--- src/rtl/haar_address_sequencer_pkg.sv ---
// Shared definitions for the Haar feature-memory address sequencer and its control FSM.
package haar_address_sequencer_pkg;

  // Sequencer state encoding, also used by the classifier control FSM.
  typedef enum logic [1:0] {
    StIdle = 2'd0,
    StRun  = 2'd1,
    StDone = 2'd2
  } seq_state_e;

  // Walk modes latched at start.
  localparam logic ModeOneshot = 1'b0;
  localparam logic ModeWrap    = 1'b1;

endpackage

--- src/rtl/haar_address_sequencer_sat_counter.sv ---
// Saturating up-counter with synchronous clear; clear wins over increment.
module haar_address_sequencer_sat_counter #(
  parameter int unsigned WIDTH = 4
) (
  input  logic             clk,
  input  logic             reset,
  input  logic             clear,
  input  logic             inc,
  output logic [WIDTH-1:0] count
);

  logic [WIDTH-1:0] count_q;
  logic [WIDTH-1:0] count_d;

  // Next count: clear, saturating increment, or hold.
  always_comb begin
    count_d = count_q;
    if (clear) begin
      count_d = '0;
    end else if (inc && (count_q != {WIDTH{1'b1}})) begin
      count_d = count_q + WIDTH'(1);
    end
  end

  // Count register with synchronous reset.
  always_ff @(posedge clk) begin
    if (reset) begin
      count_q <= '0;
    end else begin
      count_q <= count_d;
    end
  end

  assign count = count_q;

endmodule

--- src/rtl/haar_address_sequencer.sv ---
// Walks the feature/stage memory from a latched base with a latched stride and run length,
// advancing only on the compare-stage handshake. One-shot or wrap-around.
module haar_address_sequencer
  import haar_address_sequencer_pkg::*;
#(
  parameter int unsigned ADDR_WIDTH   = 12,
  parameter int unsigned DATA_WIDTH   = 8,
  parameter int unsigned STRIDE_WIDTH = 4,
  parameter int unsigned WRAP_WIDTH   = 4
) (
  input  logic                    clk,
  input  logic                    reset,
  input  logic                    i_start,
  input  logic                    i_abort,
  input  logic                    i_mode,
  input  logic [ADDR_WIDTH-1:0]   i_base_address,
  input  logic [STRIDE_WIDTH-1:0] i_stride,
  input  logic [DATA_WIDTH-1:0]   i_max_size,
  input  logic                    trigger_compare,
  output logic [ADDR_WIDTH-1:0]   o_address,
  output logic [DATA_WIDTH-1:0]   o_count,
  output logic                    o_valid,
  output logic                    o_is_end_reached,
  output logic                    o_done,
  output logic                    o_busy,
  output logic [WRAP_WIDTH-1:0]   o_wrap_count
);

  seq_state_e              state_q, state_d;
  logic [ADDR_WIDTH-1:0]   addr_q, addr_d;
  logic [DATA_WIDTH-1:0]   count_q, count_d;
  logic [ADDR_WIDTH-1:0]   base_q, base_d;
  logic [STRIDE_WIDTH-1:0] stride_q, stride_d;
  logic [DATA_WIDTH-1:0]   size_q, size_d;
  logic                    mode_q, mode_d;
  logic                    wrap_clr, wrap_inc;
  logic                    last;

  // Last index of the pass; size_q is never zero while in StRun.
  assign last = (count_q == (size_q - DATA_WIDTH'(1)));

  // Next-state, address accumulator and index counter.
  always_comb begin
    state_d  = state_q;
    addr_d   = addr_q;
    count_d  = count_q;
    base_d   = base_q;
    stride_d = stride_q;
    size_d   = size_q;
    mode_d   = mode_q;
    wrap_clr = 1'b0;
    wrap_inc = 1'b0;
    unique case (state_q)
      StIdle: begin
        if (i_start) begin
          base_d   = i_base_address;
          stride_d = i_stride;
          size_d   = i_max_size;
          mode_d   = i_mode;
          wrap_clr = 1'b1;
          count_d  = '0;
          if (i_max_size != '0) begin
            state_d = StRun;
            addr_d  = i_base_address;
          end else begin
            state_d = StDone;
          end
        end
      end
      StRun: begin
        if (i_abort) begin
          state_d = StIdle;
        end else if (trigger_compare) begin
          if (!last) begin
            count_d = count_q + DATA_WIDTH'(1);
            addr_d  = addr_q + ADDR_WIDTH'(stride_q);
          end else if (mode_q == ModeOneshot) begin
            state_d = StDone;
          end else begin
            count_d  = '0;
            addr_d   = base_q;
            wrap_inc = 1'b1;
          end
        end
      end
      StDone: begin
        state_d = StIdle;
      end
      default: begin
        state_d = StIdle;
      end
    endcase
  end

  // State and datapath registers.
  always_ff @(posedge clk) begin
    if (reset) begin
      state_q  <= StIdle;
      addr_q   <= '0;
      count_q  <= '0;
      base_q   <= '0;
      stride_q <= '0;
      size_q   <= '0;
      mode_q   <= 1'b0;
    end else begin
      state_q  <= state_d;
      addr_q   <= addr_d;
      count_q  <= count_d;
      base_q   <= base_d;
      stride_q <= stride_d;
      size_q   <= size_d;
      mode_q   <= mode_d;
    end
  end

  haar_address_sequencer_sat_counter #(
    .WIDTH(WRAP_WIDTH)
  ) u_wrap_counter (
    .clk   (clk),
    .reset (reset),
    .clear (wrap_clr),
    .inc   (wrap_inc),
    .count (o_wrap_count)
  );

  assign o_address        = addr_q;
  assign o_count          = count_q;
  assign o_valid          = (state_q == StRun);
  assign o_done           = (state_q == StDone);
  assign o_busy           = (state_q != StIdle);
  assign o_is_end_reached = o_valid && last;

endmodule
--- config.mk ---
export PLATFORM = sky130hd
export DESIGN_NAME = haar_address_sequencer
export DESIGN_NICKNAME = d
export VERILOG_FILES = /design/src/rtl/haar_address_sequencer_pkg.sv /design/src/rtl/haar_address_sequencer_sat_counter.sv /design/src/rtl/haar_address_sequencer.sv
export SDC_FILE = /design/constraint.sdc
export NUM_CORES = 1
export LEC_CHECK = 0
export ABC_AREA = 1
export BUFFER_PORTS_ARGS = -buffer_cell sky130_fd_sc_hd__buf_4
export CAP_MARGIN = 20
export CORE_MARGIN = 2
export CORE_UTILIZATION = 45
export DETAILED_ROUTE_END_ITERATION = 10
export PLACE_DENSITY = 0.74
export SYNTH_ARGS = -nofsm -noshare
export SYNTH_HDL_FRONTEND = slang
export SYNTH_SLANG_ARGS = --single-unit
--- constraint.sdc ---
create_clock -name clk -period 2.05 [get_ports clk]
set_input_delay 0.41 -clock clk [delete_from_list [all_inputs] [get_ports clk]]
set_output_delay 0.41 -clock clk [all_outputs]
set_load 0.01 [all_outputs]
# --- After elaboration in Yosys (flattened, before gate mapping) ---
# Index checks and enable logic that the tools add are counted.
totals:
  reg_bits: 51
  latchBits: 0
  ram_bits: 0
  romBits: 0
  input_bits: 30
  out_inout_bits: 28
  word_cells: 62
  memories: 0
op_classes:
  add_sub_neg: 4
  multipliers: 0
  div: 0
  n_lt_le_gt_ge: 0
  eq_ne: 12
  n_shift: 0
  muxes: 27
  n_bitwise: 0
  reduce_logical: 11
ops:
  columns: ["operator", "count"]
  rows:
  - ["two-way mux 12 bit", 6]
  - ["two-way mux 8 bit", 5]
  - ["one-hot mux 12 bit (2 select lines)", 1]
  - ["one-hot mux 8 bit (2 select lines)", 1]
  - ["adder 12 x 4 -> 12 bit", 1]
  - ["two-way mux 2 bit", 6]
  - ["!= test 3 bit (second input constant)", 3]
  - ["adder 8 x 1 -> 8 bit (second input constant)", 1]
  - ["equality test 8 bit", 1]
  - ["!= test 2 bit (second input constant)", 4]
  - ["nonzero test 8 bit", 1]
  - ["subtractor 8 x 1 -> 8 bit (second input constant)", 1]
  - ["two-way mux 1 bit", 7]
  - ["AND reduction 6 bit", 1]
  - ["AND reduction 5 bit", 1]
  - ["adder 4 x 1 -> 4 bit (second input constant)", 1]
  - ["!= test 4 bit (second input constant)", 1]
  - ["one-hot mux 2 bit (2 select lines)", 1]
  - ["AND reduction 4 bit", 1]
  - ["nonzero test 2 bit", 2]
  - ["!= test 3 x 2 -> 1 bit (second input constant)", 1]
  - ["equality test 2 x 1 -> 1 bit (second input constant)", 1]
  - ["equality test 2 bit (second input constant)", 1]
  - ["logical AND 1 bit", 2]
  - ["3 further kinds", 3]

# --- Logic depth before layout (Yosys ltp) ---
# Gate-level depths: netlist of run 1.
logic_depth:
  depth_word: 7
  mapped_depth: 15
  mapped_depth_nobuf: 15

# --- Cells and area by module ---
# From an unflattened synthesis of run 1, not the netlist that was laid out.
hier_totals:
  cells_unflattened: 495
  area_unflattened_um2: 3173.0
modules_own_cells:
  columns: ["mod", "n_inst", "cells_per_inst", "area_per_inst_um2", "seq_area_each_um2"]
  rows:
  - ["haar_address_sequencer", 1, 465, 2949.1, 940.9]
  - ["haar_address_sequencer_sat_counter", 1, 30, 224.0, 80.1]

# --- Worst setup path after synthesis of run 1 ---
# Ideal clock, no wire load.
synth_path:
  path_kind: "reg-to-output"
  start: "reg size_q[0]"
  end: "out o_is_end_reached"
  t_arrival_ps: 1657
  required_ps: 1640
  slack_ps: -17
  path_stages_with_launch: 13
  n_path_buf: 1
  cell_sequence: "dfxtp_1 -> inv_1 -> ha_1 -> inv_1 -> nand2_1 -> nand3_1 -> nand2_1 -> inv_1 -> nand3_2 -> nor2_4 -> nand2_4 -> buf_6 -> nor2_1"
synth_between:
  elab_chain_cells: 3
synth_lines:
  columns: ["item", "line_no", "source"]
  rows:
  - ["from (decl)", "haar_address_sequencer.sv:34", "logic [DATA_WIDTH-1:0] size_q, size_d;"]
  - ["from (signal assigned)", "haar_address_sequencer.sv:111", "size_q <= size_d;"]
  - ["subtractor 8 x 1 -> 8 bit", "haar_address_sequencer.sv:40", "assign last = (count_q == (size_q - DATA_WIDTH'(1)));"]
  - ["equality test 8 bit", "haar_address_sequencer.sv:40", null]
  - ["logical AND 1 bit", "haar_address_sequencer.sv:131", "assign o_is_end_reached = o_valid && last;"]
  - ["to (decl)", "haar_address_sequencer.sv:23", "output logic o_is_end_reached,"]
# Every way passes these cells.

# --- Worst setup path in the final report of run 1 ---
layout_path:
  start: "reg size_q[1]"
  end: "out o_is_end_reached"
# The elaborated chain is that of the path after synthesis.

==> metrics.log, run 1 <==
INFO  metric holdPathStages = 2
INFO  metric worst-path-max-fanout = 6
INFO  metric pin_count = 58
INFO  metric result_of_the_run = complete, but fails checks
INFO  metric power.density = 686 nW/um^2
INFO  metric antenna_cells_inserted = 0
INFO  metric clkLatencyLatePin = 310 ps
INFO  metric grt.total_usage = 22.8%
INFO  metric dpl_cell_area = 3800 sq um
INFO  metric start_kind = flop
INFO  metric dieArea = 7820 sq um
INFO  metric timing.hold.ws = 309 ps
INFO  metric path_cells = inv_2 > ha_4 > inv_2 > nand2_1 > nand3_1 > nand2_1 > inv_1 > nand3_2 > nor2_4 > nand2_4 > nor2_4 > buf_6
INFO  metric timing.setup.critical_path_class = flop to primary output
INFO  metric clkSinkCount = 51
INFO  metric synthesis.area_per_instance = 6.56 sq um
INFO  metric synth-edff-count = 0
INFO  metric timing.max_cap.violations = 0
INFO  metric max_slew_margin = 48.3%
INFO  metric min-delay-path-class = input pin to flop
INFO  metric worst_clock_skew = 13.4 ps
INFO  metric cell_depth_of_the_worst_flop_to_flop_path = 15
INFO  metric cts.clk_slew.worst_paths = 90 ps
INFO  metric cells_after_dpl = 641
INFO  metric rrSetupSlack = 10 ps
INFO  metric cp_data_required_time = 1640 ps
INFO  metric drt_pre_antenna_iters = 4
INFO  metric crit_family = simple AND/OR/NAND/NOR gates
INFO  metric timing.critical_path.arrival = 1770 ps
INFO  metric grt_pass1_wl = 14200 um
INFO  metric root_buffer = sky130_fd_sc_hd__clkbuf_8
INFO  metric worstHoldEndpoint = o_count[5]
INFO  metric violations = negative setup slack
INFO  metric syn-instance-count = 489
INFO  metric post_cts_hold_buffer_count = 0
INFO  metric power.static_leakage = 1.95 nW
INFO  metric cts_tree = done
INFO  metric crit_slowest_cell = sky130_fd_sc_hd__dfxtp_4
INFO  metric ys_dominant_reg_cell = sky130_fd_sc_hd__dfxtp_1
INFO  metric achievable-frequency = 0.458 GHz
INFO  metric final_design_area_excluding_fillers = 4110 sq um
INFO  metric synth.ff_latch_count = 51
INFO  metric synth_area = 3210 sq um
INFO  metric area_delta_synth_final = 28.2%
INFO  metric yosys_warnings = 0
INFO  metric cts_inserted_buffers = 5
INFO  metric dr.first_iter.drc_count = 292
INFO  metric timing.final.ws_setup = -134 ps
INFO  metric start_util = 47.0%
INFO  metric multi_input_comb_area = 2000 sq um
INFO  metric die_h = 88.4 um
INFO  metric grt_start_max_net_pins = 29
INFO  metric crit_path_end_kind = primary output
INFO  metric postSynthNetCount = 527
INFO  metric unrepaired_setup_endpoints_after_global_routing = true
INFO  metric ys_types = 38
INFO  metric setup_viol = 1
INFO  metric drc = 0
INFO  metric numPortBuffers = 57
INFO  metric worstMarginPinSlew = 776 ps
INFO  metric detailroute.via_count = 3464
INFO  metric path_buf_inv = 4
INFO  metric routabilityCongestion = 0.902
INFO  metric via_count_of_the_first_global_routing_pass = 3160
INFO  metric num-nets-final = 598
INFO  metric synthArstFlopShare = 0%
INFO  metric regToRegStartpoint = size_q[1]
INFO  metric final-instance-count-excl-fill = 656
INFO  metric final.period_utilization = 107%
INFO  metric antenna_found_initial = 0
INFO  metric number_of_pins_exceeding_their_max_slew_limit_in_the_final_report = 0
INFO  metric fp.coreArea = 6830 sq um
INFO  metric overflow = 0
INFO  metric clock_path_buffers = 2
INFO  metric hold_viol_final = 0
INFO  metric crit_path_max_incr_delay = 380 ps
INFO  metric dp.final_hpwl = 6110 um
INFO  metric wl_per_cell = 13.9 um
INFO  metric r2r-end = o_count[4]
INFO  metric fp.dieW = 88.4 um
INFO  metric synth.yosys.seq_area_share = 31.8%
INFO  metric final.fill_count = 655
INFO  metric source_of_the_worst_hold_timing_path = reset
INFO  metric irDropWorstVdd = 0.000308 V
INFO  metric area_of_all_sequential_standard_cells = 1030 sq um
INFO  metric antenna_violating_nets_post_route = 0
INFO  metric h-tree-depth = 2
INFO  metric wl = 9110 um
INFO  metric vias_per_cell = 5.28
INFO  metric post_route_cells_drive_above_1_share = 24.1%
INFO  metric floorplan.rows = 30
INFO  metric timing.final.crit_period = 2180 ps
-- cells by family (layout without fill, tap and decap cells) --
| kind of cell | Yosys count | in the layout | share of synthesized area, % |
|---|---|---|---|
| compound gates | 56 | 56 | 9.40 |
| flops | 51 | 51 | 31.8 |
| buf+inv | 78 | 145 | 10.1 |
| simple gates | 276 | 280 | 39.9 |
| xor+xnor | 20 | 20 | 5.46 |
| fa+ha+maj | 8 | 8 | 3.35 |
-- layout by cell type, fill, tap and decap left out, types with 2 or more instances in the layout --
cell and n:
sky130_fd_sc_hd__buf_4 74, sky130_fd_sc_hd__buf_6 2, sky130_fd_sc_hd__nand3b_1 2, sky130_fd_sc_hd__nor2_4 5, sky130_fd_sc_hd__inv_2 6, sky130_fd_sc_hd__xnor2_1 4
sky130_fd_sc_hd__nand3_1 46, sky130_fd_sc_hd__nand2_4 3, sky130_fd_sc_hd__inv_1 52, sky130_fd_sc_hd__nor2_1 77, sky130_fd_sc_hd__nand4_1 17, sky130_fd_sc_hd__dfxtp_2 4
sky130_fd_sc_hd__a21oi_1 20, sky130_fd_sc_hd__xor2_1 16, sky130_fd_sc_hd__nand2_1 98, sky130_fd_sc_hd__nand3_2 3, sky130_fd_sc_hd__nand4_4 4, sky130_fd_sc_hd__nand2_2 6
sky130_fd_sc_hd__dfxtp_1 45, sky130_fd_sc_hd__dfxtp_4 2, sky130_fd_sc_hd__nor3_1 7, sky130_fd_sc_hd__buf_8 2, sky130_fd_sc_hd__o21ai_2 2, sky130_fd_sc_hd__nor2_2 5
sky130_fd_sc_hd__o21ai_0 28, sky130_fd_sc_hd__clkbuf_8 5, sky130_fd_sc_hd__ha_1 5
-- synthesized netlist by cell type (all sizes together), types with 2 or more instances --
cell type | instances | share of area, %
nand4 | 19 | 4.6
clkbuf | 11 | 1.3
nor3 | 7 | 1.1
or2 | 2 | 0.39
o21ai | 30 | 4.8
nand2 | 106 | 13
ha | 7 | 2.7
nor2 | 88 | 12
nand3b | 2 | 0.47
a21oi | 21 | 3.3
nand3 | 50 | 8.3
dfxtp | 51 | 32
inv | 58 | 6.8
xnor2 | 4 | 1.1
xor2 | 16 | 4.4
buf | 8 | 1.9
-- registers in the layout, summed over array words and instances (netlist names) --
signal and flops:
stride_q 4, mode_q 1, o_address 12, base_q 12, o_count 8, state_q 2, u_wrap_counter.count 4, size_q 8
-- stage by stage --
| step | TNS (ps) | power (mW) | utilization [%] | setup slack, ps |
|---|---|---|---|---|
| after floorplan | 0 | 1.76 | - | 2.98 |
| after global placement | 0 | 2.01 | 55.7 | 54.2 |
| after detailed placement | 0 | 2.03 | 55.7 | 16.8 |
| after CTS | -61.9 | 2.76 | 58.1 | -58.4 |
| after global routing | -1280 | 2.99 | 60.2 | -216 |
| final | -134 | 2.82 | 60.2 | -134 |
-- power breakdown --
| part | switching [mW] | leakage, nW | internal [mW] |
|---|---|---|---|
| Clock | 0.347 | 0.0502 | 0.357 |
| Sequential | 0.0914 | 0.423 | 1.09 |
| Combinational | 0.555 | 1.47 | 0.384 |
| Total | 0.994 | 1.95 | 1.83 |
-- metal layers --
metal	GRT usage (%)	vias up	wire length [um]
li1	-	1718	-
met4	5.51	0	135
met1	29.1	1628	4030
met2	40.1	104	4530
met3	3.92	14	414
met5	0	-	0
-- worst max path at each step --
stage	start	to	slack [ps]	cells past startpoint
floorplan	size_q[0]	o_is_end_reached	3	12
global placement	stride_q[0]	o_address[10]	50	12
detailed placement	o_address[0]	o_address[10]	20	12
CTS	size_q[1]	o_is_end_reached	-60	11
global route	size_q[1]	o_is_end_reached	-220	12
finish	size_q[1]	o_is_end_reached	-130	12
-- timing repair --
| item | in CTS | in global routing |
|---|---|---|
| gates cloned | 1 | 3 |
| pin swaps | 5 | 12 |
| setup buffers | 3 | 1 |
| endpoints found under the setup margin | 3 | 23 |
| resized for setup | 11 | 29 |
-- cell type report --
class                   count  area share [%]
inverters                  59            5.39
multi-input cells         364            48.7
clock buffers               5            1.67
well taps                  96            2.92
repair buffers             79            15.3
clock inverters             2           0.913
flip-flops and latches     51            25.1
(Power assumes the default switching activity.)
==> run 2: changes to the inputs <==
--- a/config.mk
+++ b/config.mk
@@ -8,10 +8,9 @@
 export ABC_AREA = 1
 export BUFFER_PORTS_ARGS = -buffer_cell sky130_fd_sc_hd__buf_4
 export CAP_MARGIN = 20
-export CORE_MARGIN = 2
 export CORE_UTILIZATION = 45
 export DETAILED_ROUTE_END_ITERATION = 10
-export PLACE_DENSITY = 0.74
+export PLACE_DENSITY = 0.69
 export SYNTH_ARGS = -nofsm -noshare
 export SYNTH_HDL_FRONTEND = slang
 export SYNTH_SLANG_ARGS = --single-unit
==> run 2 against run 1 <==
Net effect: the flow still finishes with violations (negative setup slack); critical path depth decreased by 1; sequential share of layout area is essentially flat; clock skew is 3.8 ps lower; clock power fell by 9.1%; sequential cell count did not move; sequential power hardly changed; combinational power fell by 2%; global-route usage decreased by 0.27 points; hold slack improved by 16 ps; largest cell class unchanged.
==> metrics.log, run 2 (synthesis results as in run 1) <==
INFO  metric dieArea = 7470 sq um (was 7820 sq um)
INFO  metric num-nets-final = 600 (was 598)
INFO  metric timing.max_cap.violations = 0 (unchanged)
INFO  metric die_h = 86.4 um (was 88.4 um)
INFO  metric power.density = 670 nW/um^2 (was 686 nW/um^2)
INFO  metric worst_clock_skew = 9.59 ps (was 13.4 ps)
INFO  metric dr.first_iter.drc_count = 170 (was 292)
INFO  metric start_kind = flop (unchanged)
INFO  metric switching_fraction_of_total_power = 34.6% (was 35.2%)
INFO  metric cp_data_required_time = 1640 ps (about the same)
INFO  metric placement.setup.worst_slack = -37.5 ps (was 16.8 ps)
INFO  metric post_route_cells_drive_above_1_share = 24.2% (was 24.1%)
INFO  metric setup_viol = 1 (unchanged)
INFO  metric root_buffer = sky130_fd_sc_hd__clkbuf_8 (unchanged)
INFO  metric dp.final_hpwl = 5930 um (was 6110 um)
INFO  metric crit_path_end_kind = primary output (unchanged)
INFO  metric timing.setup.critical_path_class = flop to primary output (unchanged)
INFO  metric power.total = 2.74 mW (was 2.82 mW)
INFO  metric p_comb_share = 33.6% (was 33.3%)
INFO  metric cts_inserted_buffers = 5 (unchanged)
INFO  metric routabilityCongestion = 0.841 (was 0.902)
INFO  metric final.period_utilization = 104% (was 107%)
INFO  metric hold_viol_final = 0 (unchanged)
INFO  metric wl_per_cell = 12.7 um (was 13.9 um)
INFO  metric start_util = 47.0% (unchanged)
INFO  metric p_int = 1.79 mW (was 1.83 mW)
INFO  metric timing.hold.ws = 324 ps (was 309 ps)
INFO  metric violations = negative setup slack (unchanged)
INFO  metric mostFrequentLayoutCells = 97 x sky130_fd_sc_hd__nand2_1, 81 x sky130_fd_sc_hd__nor2_1, 76 x sky130_fd_sc_hd__buf_4 (was 98 x sky130_fd_sc_hd__nand2_1, 77 x sky130_fd_sc_hd__nor2_1, 74 x sky130_fd_sc_hd__buf_4)
INFO  metric pin_count = 58 (unchanged)
INFO  metric result_of_the_run = complete, but fails checks (unchanged)
INFO  metric clock_path_buffers = 2 (unchanged)
INFO  metric drt_pre_antenna_iters = 4 (unchanged)
INFO  metric drc = 0 (unchanged)
INFO  metric antenna_cells_inserted = 0 (unchanged)
INFO  metric via_count_of_the_first_global_routing_pass = 3106 (was 3160)
INFO  metric worstMarginPinSlew = 454 ps (was 776 ps)
INFO  metric unrepaired_setup_endpoints_after_global_routing = true (unchanged)
INFO  metric timing.final.crit_period = 2130 ps (was 2180 ps)
INFO  metric min-delay-path-class = input pin to flop (unchanged)
INFO  metric power_switching = 0.948 mW (was 0.994 mW)
INFO  metric detailroute.via_count = 3347 (was 3464)
INFO  metric number_of_pins_exceeding_their_max_slew_limit_in_the_final_report = 0 (unchanged)
INFO  metric antenna_found_initial = 0 (unchanged)
INFO  metric antenna_violating_nets_post_route = 0 (unchanged)
INFO  metric final_common_cell = sky130_fd_sc_hd__nand2_1 (unchanged)
INFO  metric fp.dieW = 86.4 um (was 88.4 um)
INFO  metric h-tree-depth = 2 (unchanged)
INFO  metric vias_per_cell = 5.08 (was 5.28)
INFO  metric post_cts_hold_buffer_count = 0 (unchanged)
INFO  metric clkLatencyLatePin = 300 ps (was 310 ps)
INFO  metric numPortBuffers = 57 (unchanged)
INFO  metric sequential_fraction_of_design_power = 43.0% (was 41.8%)
INFO  metric achievable-frequency = 0.469 GHz (was 0.458 GHz)
INFO  metric wl = 8380 um (was 9110 um)
INFO  metric fp.coreArea = 6830 sq um (unchanged)
INFO  metric clock_power_share = 23.4% (was 25.0%)
INFO  metric area_delta_synth_final = 27.4% (was 28.2%)
INFO  metric cts_tree = done (unchanged)
INFO  metric cts.clk_slew.worst_paths = 90 ps (about the same)
INFO  metric timing.final.ws_setup = -81.8 ps (was -134 ps)
INFO  metric floorplan.rows = 30 (unchanged)
INFO  metric grt_pass1_wl = 13600 um (was 14200 um)
INFO  metric clkSinkCount = 51 (unchanged)
INFO  metric irDropWorstVdd = 0.000419 V (was 0.000308 V)
INFO  metric grt.total_usage = 22.5% (was 22.8%)
INFO  metric power.static_leakage = 1.96 nW (was 1.95 nW)
INFO  metric max_slew_margin = 69.7% (was 48.3%)
INFO  metric grt_start_max_net_pins = 33 (was 29)
INFO  metric worst-path-max-fanout = 5 (was 6)
INFO  metric overflow = 0 (unchanged)
INFO  metric timing.critical_path.arrival = 1720 ps (was 1770 ps)
## run 2: final cells by class
cell class                 instances  area [sq um]
fill                             682          2740
inverter                          59           221
sequential                        51          1030
tap                               96           120
clock buffer                       8           100
timing repair buffer              83           671
multi-input combinational        362          1950
## run 2: per-stage QoR
| step | area, sq um | util, % | TNS (ps) | std cells |
|---|---|---|---|---|
| CTS | 4000 | 58.6 | -82.9 | 657 |
| finish | 4090 | 59.8 | -81.8 | 659 |
| global route | 4090 | 59.8 | -453 | 659 |
| floorplan | 3210 | - | 0 | 489 |
| global placement | 3830 | 56.1 | 0 | 643 |
| detailed placement | 3830 | 56.1 | -37.5 | 643 |
## run 2: worst max-delay path, cell delays in order, from the launching register on
cell	delay, ps
sky130_fd_sc_hd__dfxtp_2	340
sky130_fd_sc_hd__inv_2	80
sky130_fd_sc_hd__ha_4	180
sky130_fd_sc_hd__nand2_2	70
sky130_fd_sc_hd__nor2_1	100
sky130_fd_sc_hd__nand2_1	70
sky130_fd_sc_hd__nand2_1	80
sky130_fd_sc_hd__nand3_2	110
sky130_fd_sc_hd__nor2_8	120
sky130_fd_sc_hd__nand2_4	60
sky130_fd_sc_hd__nor2_4	110
sky130_fd_sc_hd__buf_6	110
## run 2: layer usage
metal	vias up	GRT usage [%]	share of wire, %
li1	1720	-	-
met3	4	3.52	5.6
met1	1516	29.0	46
met2	107	40.0	48
met4	0	4.24	0.30
met5	-	0	0
## run 2: path summary, 6_finish.rpt
check                            startpoint               end  slack (ps)  cells past startpoint
worst max-delay path              size_q[0]  o_is_end_reached         -80                     11
worst min-delay path            i_stride[3]       stride_q[3]         320                      3
worst max register to register    size_q[0]        o_count[3]         100                     15
worst min register to register   base_q[11]        base_q[11]         470                      2
## run 2: power groups by stage
stage | registers (mW) | clock network (mW) | logic, mW
6_report | 1.18 | 0.640 | 0.920
5_1_grt | 1.19 | 0.697 | 1.03
4_1_cts | 1.17 | 0.661 | 0.882
3_5_place_dp | 1.19 | 0 | 0.849
3_3_place_gp | 1.19 | 0 | 0.841
2_1_floorplan | 1.20 | 0 | 0.563
## run 2: timing repair
item	in CTS	in global routing
endpoints found under the hold margin	0	0
gates cloned	0	2
gates resized for setup	11	22
pin swaps	6	16
buffers inserted	6	0
setup endpoints to repair	3	20
==> run 3: changes to the inputs <==
--- a/config.mk
+++ b/config.mk
@@ -8,9 +8,9 @@
 export ABC_AREA = 1
 export BUFFER_PORTS_ARGS = -buffer_cell sky130_fd_sc_hd__buf_4
 export CAP_MARGIN = 20
-export CORE_UTILIZATION = 45
+export CORE_UTILIZATION = 51
 export DETAILED_ROUTE_END_ITERATION = 10
-export PLACE_DENSITY = 0.69
+export PLACE_DENSITY = 0.77
 export SYNTH_ARGS = -nofsm -noshare
 export SYNTH_HDL_FRONTEND = slang
 export SYNTH_SLANG_ARGS = --single-unit
==> run 3 against run 2 <==
Net effect: the run still ends with negative setup slack left; sequential share of layout area grew 0.24 points; routed wire length rose by 3.7%; clock power grew 32%; worst setup slack better by 33 ps; clock-buffer cell count shrank 2; register-to-register slack worse by 70 ps; sequential cell count stayed put; sequential power about the same; largest power group unchanged.
==> metrics.log, run 3 (synthesis results as in run 1) <==
INFO  metric timing.critical_path.arrival = 1690 ps (was 1720 ps)
INFO  metric achievable-frequency = 0.476 GHz (was 0.469 GHz)
INFO  metric layout.core_utilization = 67.7% (was 59.8%)
INFO  metric antenna_cells_inserted = 0 (unchanged)
INFO  metric number_of_pins_exceeding_their_max_slew_limit_in_the_final_report = 0 (unchanged)
INFO  metric post_cts_hold_buffer_count = 0 (unchanged)
INFO  metric sequential_fraction_of_design_power = 40.2% (was 43.0%)
INFO  metric wl_per_cell = 13.7 um (was 12.7 um)
INFO  metric overflow = 0 (unchanged)
INFO  metric routabilityCongestion = 0.908 (was 0.841)
INFO  metric worstMarginPinSlew = 992 ps (was 454 ps)
INFO  metric start_util = 53.6% (was 47.0%)
INFO  metric drc = 0 (unchanged)
INFO  metric min-delay-path-class = input pin to flop (unchanged)
INFO  metric result_of_the_run = complete, but fails checks (unchanged)
INFO  metric fp.dieW = 81.3 um (was 86.4 um)
INFO  metric root_buffer = sky130_fd_sc_hd__clkbuf_8 (unchanged)
INFO  metric fp.coreArea = 5990 sq um (was 6830 sq um)
INFO  metric dr.first_iter.drc_count = 219 (was 170)
INFO  metric power_switching = 0.984 mW (was 0.948 mW)
INFO  metric max_slew_margin = 33.9% (was 69.7%)
INFO  metric clock_power_share = 28.7% (was 23.4%)
INFO  metric timing.hold.ws = 309 ps (was 324 ps)
INFO  metric power.static_leakage = 1.94 nW (was 1.96 nW)
INFO  metric worst_clock_skew = 16.1 ps (was 9.59 ps)
INFO  metric hold_viol_final = 0 (unchanged)
INFO  metric dieArea = 6610 sq um (was 7470 sq um)
INFO  metric area_delta_synth_final = 26.4% (was 27.4%)
INFO  metric grt_start_max_net_pins = 37 (was 33)
INFO  metric antenna_violating_nets_post_route = 0 (unchanged)
INFO  metric grt.total_usage = 25.4% (was 22.5%)
INFO  metric die_h = 81.3 um (was 86.4 um)
INFO  metric clock_path_buffers = 2 (unchanged)
INFO  metric violations = negative setup slack (unchanged)
INFO  metric start_kind = flop (unchanged)
INFO  metric timing.final.ws_setup = -48.7 ps (was -81.8 ps)
INFO  metric grt_pass1_wl = 13000 um (was 13600 um)
INFO  metric setup_viol = 1 (unchanged)
INFO  metric numPortBuffers = 57 (unchanged)
INFO  metric detailroute.via_count = 3433 (was 3347)
INFO  metric floorplan.rows = 28 (was 30)
INFO  metric irDropWorstVdd = 0.000472 V (was 0.000419 V)
INFO  metric cts_inserted_buffers = 5 (unchanged)
INFO  metric timing.max_cap.violations = 0 (unchanged)
INFO  metric mostFrequentLayoutCells = 100 x sky130_fd_sc_hd__nand2_1, 78 x sky130_fd_sc_hd__nor2_1, 75 x sky130_fd_sc_hd__buf_4 (was 97 x sky130_fd_sc_hd__nand2_1, 81 x sky130_fd_sc_hd__nor2_1, 76 x sky130_fd_sc_hd__buf_4)
INFO  metric vias_per_cell = 5.42 (was 5.08)
INFO  metric num-nets-final = 595 (was 600)
INFO  metric unrepaired_setup_endpoints_after_global_routing = true (unchanged)
INFO  metric via_count_of_the_first_global_routing_pass = 3004 (was 3106)
INFO  metric dp.final_hpwl = 5840 um (was 5930 um)
INFO  metric post_route_cells_drive_above_1_share = 22.9% (was 24.2%)
INFO  metric switching_fraction_of_total_power = 33.5% (was 34.6%)
INFO  metric timing.setup.critical_path_class = flop to primary output (unchanged)
INFO  metric cp_data_required_time = 1640 ps (about the same)
INFO  metric p_comb_share = 31.1% (was 33.6%)
INFO  metric power.density = 725 nW/um^2 (was 670 nW/um^2)
INFO  metric clkLatencyLatePin = 320 ps (was 300 ps)
INFO  metric antenna_found_initial = 0 (unchanged)
INFO  metric cts.clk_slew.worst_paths = 110 ps (was 90 ps)
INFO  metric wl = 8690 um (was 8380 um)
INFO  metric worst-path-max-fanout = 6 (was 5)
INFO  metric h-tree-depth = 2 (unchanged)
INFO  metric drt_pre_antenna_iters = 5 (was 4)
INFO  metric final_common_cell = sky130_fd_sc_hd__nand2_1 (unchanged)
INFO  metric pin_count = 58 (unchanged)
INFO  metric clkSinkCount = 51 (unchanged)
INFO  metric final.period_utilization = 102% (was 104%)
INFO  metric power.total = 2.94 mW (was 2.74 mW)
INFO  metric cts_tree = done (unchanged)
INFO  metric crit_path_end_kind = primary output (unchanged)
INFO  metric timing.final.crit_period = 2100 ps (was 2130 ps)
INFO  metric p_int = 1.95 mW (was 1.79 mW)
==> run 3: changes by cell type in the layout (fill, tap and decap cells not counted), moves of 3 or more <==
| cell | before | now |
|---|---|---|
| sky130_fd_sc_hd__nand2_2 | 8 | 4 |
| sky130_fd_sc_hd__nand3_2 | 5 | 2 |
| sky130_fd_sc_hd__nand4_4 | 2 | 5 |
| sky130_fd_sc_hd__nor2_2 | 1 | 6 |
| sky130_fd_sc_hd__nor2_1 | 81 | 78 |
| sky130_fd_sc_hd__buf_6 | 4 | 1 |
| sky130_fd_sc_hd__nand2_1 | 97 | 100 |
==> run 3: metrics by stage <==
step | instances | setup slack (ps) | instance area [sq um] | setup TNS (ps)
after floorplan | 489 | 2.98 | 3210 | 0
after global placement | 618 | -24.5 | 3760 | -24.5
after detailed placement | 618 | -62.5 | 3760 | -62.5
after CTS | 629 | -60.1 | 3940 | -60.1
after global routing | 633 | -150 | 4050 | -273
final | 633 | -48.7 | 4050 | -48.7
==> run 3: layout make-up <==
cell class	instances	area [sq um]
Clock buffer	6	72.6
Clock inverter	2	60.1
Fill cell	540	1940
Inverter	59	221
Multi-Input combinational cell	363	1980
Sequential cell	51	1030
Tap cell	75	93.8
Timing Repair Buffer	77	594
==> run 3: routing by layer <==
metal	vias up	global-route usage, %	wire (um)
met1	1583	32.4	3870
met3	13	3.93	517
met2	120	43.3	4180
met5	-	0	0
li1	1717	-	-
met4	0	8.39	120
==> run 3: worst max-delay path, cell delays in order (launching register included) <==
cell                      delay (ps)
sky130_fd_sc_hd__dfxtp_2         370
sky130_fd_sc_hd__inv_2            50
sky130_fd_sc_hd__ha_4            180
sky130_fd_sc_hd__inv_2            50
sky130_fd_sc_hd__nand2_1          40
sky130_fd_sc_hd__nand3_1          70
sky130_fd_sc_hd__nand2_1          60
sky130_fd_sc_hd__inv_2            50
sky130_fd_sc_hd__nand3_2          80
sky130_fd_sc_hd__nor2_4          140
sky130_fd_sc_hd__nand2_4          70
sky130_fd_sc_hd__nor2_2           80
sky130_fd_sc_hd__buf_4           120
==> run 3: power groups by stage <==
stage / Sequential [mW] / Clock [mW] / Combinational (mW)
after global placement: 1.19 / 0 / 0.814
final: 1.18 / 0.844 / 0.913
after floorplan: 1.20 / 0 / 0.563
after global routing: 1.19 / 0.892 / 1.01
after CTS: 1.17 / 0.844 / 0.857
after detailed placement: 1.19 / 0 / 0.835
==> run 3: worst paths after layout <==
kind               startpoint               end  slack [ps]  cells after the start
hold / removal          reset        o_count[2]         310                      2
hold reg to reg    base_q[11]        base_q[11]         490                      2
setup / recovery    size_q[1]  o_is_end_reached         -50                     12
setup reg to reg  stride_q[0]      o_address[6]          30                     12
==> run 3: what timing repair did <==
action,4_1_cts,5_1_grt
pin swaps,5,9
gates resized for setup,11,17
cloned,0,3
setup buffers,3,2
setup endpoints to repair,3,13
